File: config.mk
export PLATFORM = sky130hd
export DESIGN_NAME = cmd_pwm_hub
export DESIGN_NICKNAME = d
export VERILOG_FILES = /design/src/rtl/cmd_pwm_hub.sv
export SDC_FILE = /design/constraint.sdc
export NUM_CORES = 1
export LEC_CHECK = 0
export ABC_AREA = 1
export ABC_CLOCK_PERIOD_IN_PS = 2600
export BUFFER_PORTS_ARGS = -buffer_cell sky130_fd_sc_hd__buf_2
export CORE_MARGIN = 3
export CORE_UTILIZATION = 64
export CTS_CLUSTER_DIAMETER = 40
export DETAILED_ROUTE_END_ITERATION = 7
export PLACE_DENSITY = 0.78
export SKIP_CTS_REPAIR_TIMING = 1
export SLEW_MARGIN = 40
export SYNTH_ARGS = -nofsm -noshare
export SYNTH_HDL_FRONTEND = slang
export SYNTH_SLANG_ARGS = --single-unit
File: constraint.sdc
create_clock -name clk -period 2.6 [get_ports clk]
set_clock_uncertainty 0.1 [all_clocks]
set_input_delay 0.39 -clock clk [delete_from_list [all_inputs] [get_ports clk]]
set_output_delay 0.39 -clock clk [all_outputs]
set_load 0.1 [all_outputs]
File: src/rtl/cmd_pwm_hub.sv
// cmd_pwm_hub: parses AA 55 CMD LEN PAYLOAD CHK frames into NUM_CH double-buffered PWM channels + LED; CMD_PWM_HUB_TIMEOUT_EN adds an inter-byte timeout.
// Latency: frame_ok/frame_err one cycle after the CHK (or oversized LEN) byte; new period/duty take effect at the next counter wrap.
// Backpressure: none; one byte per cycle is always accepted.
module cmd_pwm_hub #(
  parameter int NUM_CH      = 8,
  parameter int PWM_W       = 16,
  parameter int MAX_LEN     = 8,
  parameter int TIMEOUT_CYC = 50000
) (
  input  logic              clk,
  input  logic              rst_n,
  input  logic [7:0]        uart_rx_data_in,
  input  logic              uart_rx_data_valid_in,
  output logic [NUM_CH-1:0] pwm_pins,
  output logic              led_out,
  output logic              frame_ok,
  output logic              frame_err
);
  localparam int PWM_B   = PWM_W / 8;
  localparam int SET_LEN = 1 + 2 * PWM_B;
  localparam int EN_LEN  = (NUM_CH + 7) / 8;
  localparam int IDX_W   = (MAX_LEN > 1) ? $clog2(MAX_LEN) : 1;

  typedef enum logic [2:0] {S_IDLE, S_HDR2, S_CMD, S_LEN, S_PAYLOAD, S_CHK} state_t;

  state_t            state, state_nxt;
  logic              rx_vld;
  logic [7:0]        rx_dat;
  logic [7:0]        cmd_q, len_q, rem_q, sum_q;
  logic [IDX_W-1:0]  wr_idx;
  logic [7:0]        pay [MAX_LEN];
  logic [NUM_CH-1:0] en_q, new_en;
  logic [PWM_W-1:0]  new_per, new_duty;
  logic              ok_nxt, err_nxt, apply_set, apply_en, apply_led, timeout;
  logic [PWM_W-1:0]  per_sh [NUM_CH];
  logic [PWM_W-1:0]  duty_sh [NUM_CH];
  logic [PWM_W-1:0]  per_act [NUM_CH];
  logic [PWM_W-1:0]  duty_act [NUM_CH];
  logic [PWM_W-1:0]  cnt [NUM_CH];

  assign rx_vld = uart_rx_data_valid_in;
  assign rx_dat = uart_rx_data_in;

  // Payload fields are big-endian; enable byte k carries channels 8k+7..8k.
  always_comb begin
    new_per  = '0;
    new_duty = '0;
    new_en   = '0;
    for (int k = 0; k < PWM_B; k++) begin
      new_per  = new_per  | (PWM_W'(pay[1 + k])         << (8 * (PWM_B - 1 - k)));
      new_duty = new_duty | (PWM_W'(pay[1 + PWM_B + k]) << (8 * (PWM_B - 1 - k)));
    end
    for (int i = 0; i < NUM_CH; i++) new_en[i] = pay[i / 8][i % 8];
  end

  always_ff @(posedge clk or negedge rst_n) begin
    if (!rst_n) state <= S_IDLE;
    else        state <= state_nxt;
  end

  always_comb begin
    state_nxt = state;
    ok_nxt    = 1'b0;
    err_nxt   = 1'b0;
    apply_set = 1'b0;
    apply_en  = 1'b0;
    apply_led = 1'b0;
    if (timeout) begin
      state_nxt = S_IDLE;
      err_nxt   = 1'b1;
    end else if (rx_vld) begin
      case (state)
        S_IDLE:    if (rx_dat == 8'hAA) state_nxt = S_HDR2;
        S_HDR2: begin
          if (rx_dat == 8'h55)      state_nxt = S_CMD;
          else if (rx_dat != 8'hAA) state_nxt = S_IDLE;
        end
        S_CMD:     state_nxt = S_LEN;
        S_LEN: begin
          if (rx_dat > 8'(MAX_LEN)) begin
            state_nxt = S_IDLE;
            err_nxt   = 1'b1;
          end else if (rx_dat == 8'd0) begin
            state_nxt = S_CHK;
          end else begin
            state_nxt = S_PAYLOAD;
          end
        end
        S_PAYLOAD: if (rem_q == 8'd1) state_nxt = S_CHK;
        S_CHK: begin
          state_nxt = S_IDLE;
          if (rx_dat != sum_q) begin
            err_nxt = 1'b1;
          end else begin
            case (cmd_q)
              8'h01: begin
                if (len_q == 8'(SET_LEN) && pay[0] < 8'(NUM_CH)) apply_set = 1'b1;
                else                                              err_nxt   = 1'b1;
              end
              8'h02: begin
                if (len_q == 8'(EN_LEN)) apply_en = 1'b1;
                else                     err_nxt  = 1'b1;
              end
              8'h03: begin
                if (len_q == 8'd1) apply_led = 1'b1;
                else               err_nxt   = 1'b1;
              end
              default: err_nxt = 1'b1;
            endcase
            ok_nxt = apply_set | apply_en | apply_led;
          end
        end
        default: state_nxt = S_IDLE;
      endcase
    end
  end

  always_ff @(posedge clk or negedge rst_n) begin
    if (!rst_n) begin
      cmd_q     <= '0;
      len_q     <= '0;
      rem_q     <= '0;
      sum_q     <= '0;
      wr_idx    <= '0;
      en_q      <= '0;
      led_out   <= 1'b0;
      frame_ok  <= 1'b0;
      frame_err <= 1'b0;
    end else begin
      frame_ok  <= ok_nxt;
      frame_err <= err_nxt;
      if (rx_vld) begin
        case (state)
          S_CMD: begin
            cmd_q <= rx_dat;
            sum_q <= rx_dat;
          end
          S_LEN: begin
            len_q  <= rx_dat;
            rem_q  <= rx_dat;
            sum_q  <= sum_q + rx_dat;
            wr_idx <= '0;
          end
          S_PAYLOAD: begin
            rem_q  <= rem_q - 8'd1;
            sum_q  <= sum_q + rx_dat;
            wr_idx <= wr_idx + IDX_W'(1);
          end
          default: ;
        endcase
      end
      if (apply_en)  en_q    <= new_en;
      if (apply_led) led_out <= pay[0][0];
    end
  end

  always_ff @(posedge clk) begin
    if (rx_vld && state == S_PAYLOAD) pay[wr_idx] <= rx_dat;
  end

  // Active registers reload from shadow only at wrap or while disabled, so a period never gets cut short.
  always_ff @(posedge clk or negedge rst_n) begin
    if (!rst_n) begin
      for (int i = 0; i < NUM_CH; i++) begin
        per_sh[i]   <= '0;
        duty_sh[i]  <= '0;
        per_act[i]  <= '0;
        duty_act[i] <= '0;
        cnt[i]      <= '0;
      end
    end else begin
      for (int i = 0; i < NUM_CH; i++) begin
        if (apply_set && pay[0] == 8'(i)) begin
          per_sh[i]  <= new_per;
          duty_sh[i] <= new_duty;
        end
        if (!en_q[i] || cnt[i] >= per_act[i]) begin
          cnt[i]      <= '0;
          per_act[i]  <= per_sh[i];
          duty_act[i] <= duty_sh[i];
        end else begin
          cnt[i] <= cnt[i] + PWM_W'(1);
        end
      end
    end
  end

  always_comb begin
    pwm_pins = '0;
    for (int i = 0; i < NUM_CH; i++) pwm_pins[i] = en_q[i] & (cnt[i] < duty_act[i]);
  end

`ifdef CMD_PWM_HUB_TIMEOUT_EN
  logic [31:0] idle_cyc;

  always_ff @(posedge clk or negedge rst_n) begin
    if (!rst_n)                                     idle_cyc <= '0;
    else if (rx_vld || state == S_IDLE || timeout)  idle_cyc <= '0;
    else                                            idle_cyc <= idle_cyc + 32'd1;
  end

  assign timeout = (state != S_IDLE) && !rx_vld && (idle_cyc == 32'(TIMEOUT_CYC - 1));
`else
  assign timeout = 1'b0;
`endif

endmodule
Word-level counts from Yosys, hierarchy flattened
Memory sizes are Yosys's and may differ from the RTL's.
Index checks and enable logic that the tools add are counted.
- equality and inequality tests: 25
- bitwise gates (word level): 12
- reduce and logical (&&, ||, !) cells: 38
- $add $sub $neg: 11
- muxes and demuxes: 53
- $lt $le $gt $ge: 18
- operators by type and width (cell ; number):
    adder 16 x 1 -> 16 bit, second input constant ; 8
    greater-or-equal comparator 16 bit ; 8
    less-than comparator 16 bit ; 8
    two-way mux 16 bit ; 8
    equality test 8 x 3 -> 1 bit, second input constant ; 5
    two-way mux 1 bit ; 34
    equality test 8 x 1 -> 1 bit, second input constant ; 4
    equality test 8 x 2 -> 1 bit, second input constant ; 4
    bitwise OR 16 x 8 -> 16 bit ; 2
    one-hot mux 8 bit (2 select lines) ; 2
    logical NOT 8 bit ; 2
    two-way mux 3 bit ; 5
    one-hot mux 3 bit (5 select lines) ; 1
    logical AND 1 bit ; 10
    adder 8 bit ; 1
    bitwise AND 1 bit ; 8
    equality test 8 x 7 -> 1 bit, second input constant ; 1
    equality test 8 bit, second input constant ; 1
    greater-than comparator 8 x 4 -> 1 bit, second input constant ; 1
    logical NOT 1 bit ; 8
    logical OR 1 bit ; 8
    less-than comparator 8 x 4 -> 1 bit, second input constant ; 1
    inequality test 8 bit ; 1
    inequality test 8 bit, second input constant ; 1
    15 further kinds ; 25
- input bits: 11
- output and inout port bits: 11
- register bits: 689
- RAM bits: 64
- word-level logic and storage cells: 208
- memories kept: 1
- memory list (memory ; words ; width ; read ports ; clocked after memory_dff ; write ports ; line ; source):
    pay ; 8 ; 8 ; 5 ; 0 ; 1 ; 31 ; logic [7:0] pay [MAX_LEN];

Logic depth before layout (Yosys ltp)
An unclocked memory read counts as a cell.
- depth after elaboration: 13
- mapped depth: 15
- mapped depth without buffers: 13

Least setup slack after synthesis
OpenSTA, ideal clock, no wires.
- path type: register -> output
- start: register cnt[21] (netlist bit)
- end: output pwm_pins[6]
- path slack: -0.363 ns
- cell stages (with the launch flop): 9
- data required time: 2.110 ns
- arrival: 2.473 ns
- buffers on the path: 0
- cells stage by stage: dfrtp_1 -> ha_1 -> a21oi_1 -> nor2_1 -> a211oi_1 -> nand2_1 -> nand2_1 -> nand2_1 -> nor2_1
- longest elaborated chain between the ends: 2
- ends and longest elaborated chain (element ; line ; source):
    from (decl) ; 39 ; logic [PWM_W-1:0] cnt [NUM_CH];
    from (signal, indexed assignment) ; 182 ; cnt[i] <= cnt[i] + PWM_W'(1);
    less-than comparator 16 bit ; 190 ; for (int i = 0; i < NUM_CH; i++) pwm_pins[i] = en_q[i] & (cnt[i] < duty_act[i]);
    bitwise AND 1 bit ; 190 ;
    to (decl) ; 14 ; output logic [NUM_CH-1:0] pwm_pins,
No other way between the ends.

Final worst setup path
- start: register duty_act[87] (netlist bit)
- end: output pwm_pins[2]
- longest elaborated chain between the ends: 2
- ends and longest elaborated chain (element ; line ; source):
    from (decl) ; 38 ; logic [PWM_W-1:0] duty_act [NUM_CH];
    from (signal, indexed assignment) ; 180 ; duty_act[i] <= duty_sh[i];
    less-than comparator 16 bit ; 190 ;
    bitwise AND 1 bit ; 190 ;
No other way between the ends.

==> impl_metrics.toml <==
[logic_synthesis]
synth_area_leaders = "dfrtp_1, nand2_1, ha_1, inv_1, nand4_1"
yosys.area_share.simple = 0.231
synth_adder_area_share = 0.0912
synth_compound_area_frac = 0.0747
synth_top_area_frac = 0.470
yosys_warnings = 0
synth_nets = 4516
syn_area_um2 = 36700
synthMuxAreaShare = 0
synth_area_per_cell_um2 = 8.66
synth_edf_count = 40
synth-seq-cells = 729
postSynthCellCount = 4238
yosysTopAreaCell = "dfrtp_1"
yosysUniqueCellTypes = 44
async_reset_ff_frac = 0.945
synth_top_family_by_area = "simple AND/OR/NAND/NOR gates"
synth_ff_type = "dfrtp_1"
synth_xor_area_frac = 0.0229
seq_area_frac_synth = 0.502

[floorplan]
core_area_um2 = 56600
die_x_um = 246
die_area_um2 = 60300
num_rows = 87
start_util = 0.649
num_io_pins = 22
die_height_um = 246

[pwr]
leakagePower_nw = 21.3
peakVddDrop_uv = 711
power.density_nw_per_um2 = 640
finalPower_mw = 27.2

[run_status]
status = "complete, but fails checks"
violations = "setup timing"

[critical_path]
crit_type = "reg -> out"
critical_path_arrival_ns = 2.37
cp_max_fo = 2
worst_setup_path_end_kind = "output port"
crit_required_ns = 2.11
cp-start-kind = "flip-flop"

[cts]
insertion_delay_ns = 0.66
cts_inserted_buffers = 97
cts_tree = "done"
cts_buffer_depth = 3
cts.clk_slew.worst_paths_ns = 0.06
htreeDepth = 3
cts_sinks = 729
clock-root-buffer = "clkbuf_16"

[layout]
fin_nets = 4642
final_common_cell = "nand2_1"
regArea_um2 = 18500
synthToLayoutAreaGrowth_pct = 15.8
fill_cells = 3939
n_antenna_cell = 0
layout_common_cells = "nand2_1, dfrtp_1, inv_1"
final_layout_size_suffix_gt1_frac = 0.128
multiInputGateArea_um2 = 15900

[route]
vias = 30000
finalWirelength_um = 93900
avgViaCountPerCell = 5.76
wl_per_cell_um = 18.1
drc_errors = 0
ant_nets = 0
firstDrtPassIters = 6
dr.first_iter.drc_count = 2775

[placed_design]
io_buffer_count = 21
place_hpwl_um = 58100
dp_slack_ns = 0.0233
gp_congestion = 0.885

[global_routing]
grt_max_degree = 94
antenna_found_initial = 1
grt_pass1_vias = 28300
grt_util_all_layers = 0.307
grt_pass1_wl_um = 147000
grt_overflow = 0

[sta]
worstMarginPinSlew_ns = 0.952
fin_crit_ns = 2.86
setup_ws_ns = -0.256
finalSetupViolCount = 8
slew_headroom = 0.365
hold_viol_final = 0
grt_setup_unrepaired = "true"
final.period_utilization = 1.10
maxSlewViolCount = 0
timing.hold.ws_ns = 0.0181
fmax_ghz = 0.350

[run]
drv_cap = 0

[worst_hold_path]
hold_path.class = "in -> reg"
## path summary, 6_finish.rpt
path,start,endpoint,cells after the start,slack [ns]
max in group asynchronous,rst_n,duty_sh[97],3,1.31
max reg2reg,sum_q[3],duty_sh[9],10,0.19
max,duty_act[87],pwm_pins[2],10,-0.26
min,uart_rx_data_in[5],pay[0][5],2,0.02
min reg2reg,cnt[48],cnt[48],1,0.35
min in group asynchronous,rst_n,cnt[104],2,0.15
## cell families (layout without fill, tap and decap cells)
family	count (synthesis)	in the layout
buf+inv	687	894
xor+xnor	96	96
simple gates	1971	1972
compound gates	488	488
fa+ha+maj	267	267
flops	729	729
## synth_stat cells, drive strengths merged (2+ instances only)
library cell	number
o211ai	4
edfxtp	40
o22ai	5
xnor2	29
dfrtp	689
a21o	10
a31oi	2
nor4	3
a21oi	107
nor3	29
o21ai	339
xor2	67
nand4	296
nand3b	5
nand3	121
ha	266
buf	79
a211oi	8
clkbuf	92
nand2	1217
inv	515
o21bai	11
nor2	298
## layer usage
metal | GRT usage | vias up | wire (um)
met5 | 0 | - | 0
met4 | 0.141 | 0 | 4340
met3 | 0.0478 | 265 | 6530
met2 | 0.491 | 1090 | 44400
met1 | 0.417 | 14500 | 38600
li1 | - | 14100 | -
## worst max-delay path: stages (launching register included)
cell and delay [ns]:
dfrtp_1 0.39, inv_1 0.12, ha_4 0.22, nand2_2 0.08
nor2_1 0.05, a211oi_1 0.25, nand2_1 0.12, nand2_1 0.09
nand2_2 0.06, nor2_4 0.14, buf_12 0.18
## where the power goes
group | total (mW) | internal [mW] | switching (mW)
clock network | 13.7 | 8.31 | 5.41
registers | 11.9 | 11.7 | 0.181
logic | 1.57 | 0.508 | 1.06
total | 27.2 | 20.5 | 6.65
## flip-flops by register name, summed over array words and instances, names as in the netlist
signal     cells
cmd_q          8
cnt          128
duty_act     128
duty_sh      128
en_q           8
frame_err      1
frame_ok       1
led_out        1
len_q          8
pay           40
per_act      128
per_sh       128
rem_q          8
state          3
sum_q          8
wr_idx         3
## through the flow
step | cell area [um2] | utilization | TNS (ns) | instances
after floorplan | 36700 | - | 0 | 4238
after global placement | 38000 | 0.671 | 0 | 4942
after detailed placement | 38000 | 0.671 | 0 | 4942
after CTS | 41400 | 0.731 | -2.30 | 5123
after global routing | 42500 | 0.751 | -2.29 | 5202
final | 42500 | 0.751 | -1.50 | 5202
## final cells by class
class,count,area share
inverters,516,0.0456
flip-flops and latches,729,0.435
well taps,756,0.0223
repair buffers,197,0.0422
clock inverters,62,0.0171
clock buffers,119,0.0625
multi-input cells,2823,0.375
Note: power is estimated with default switching activity, not from simulation.
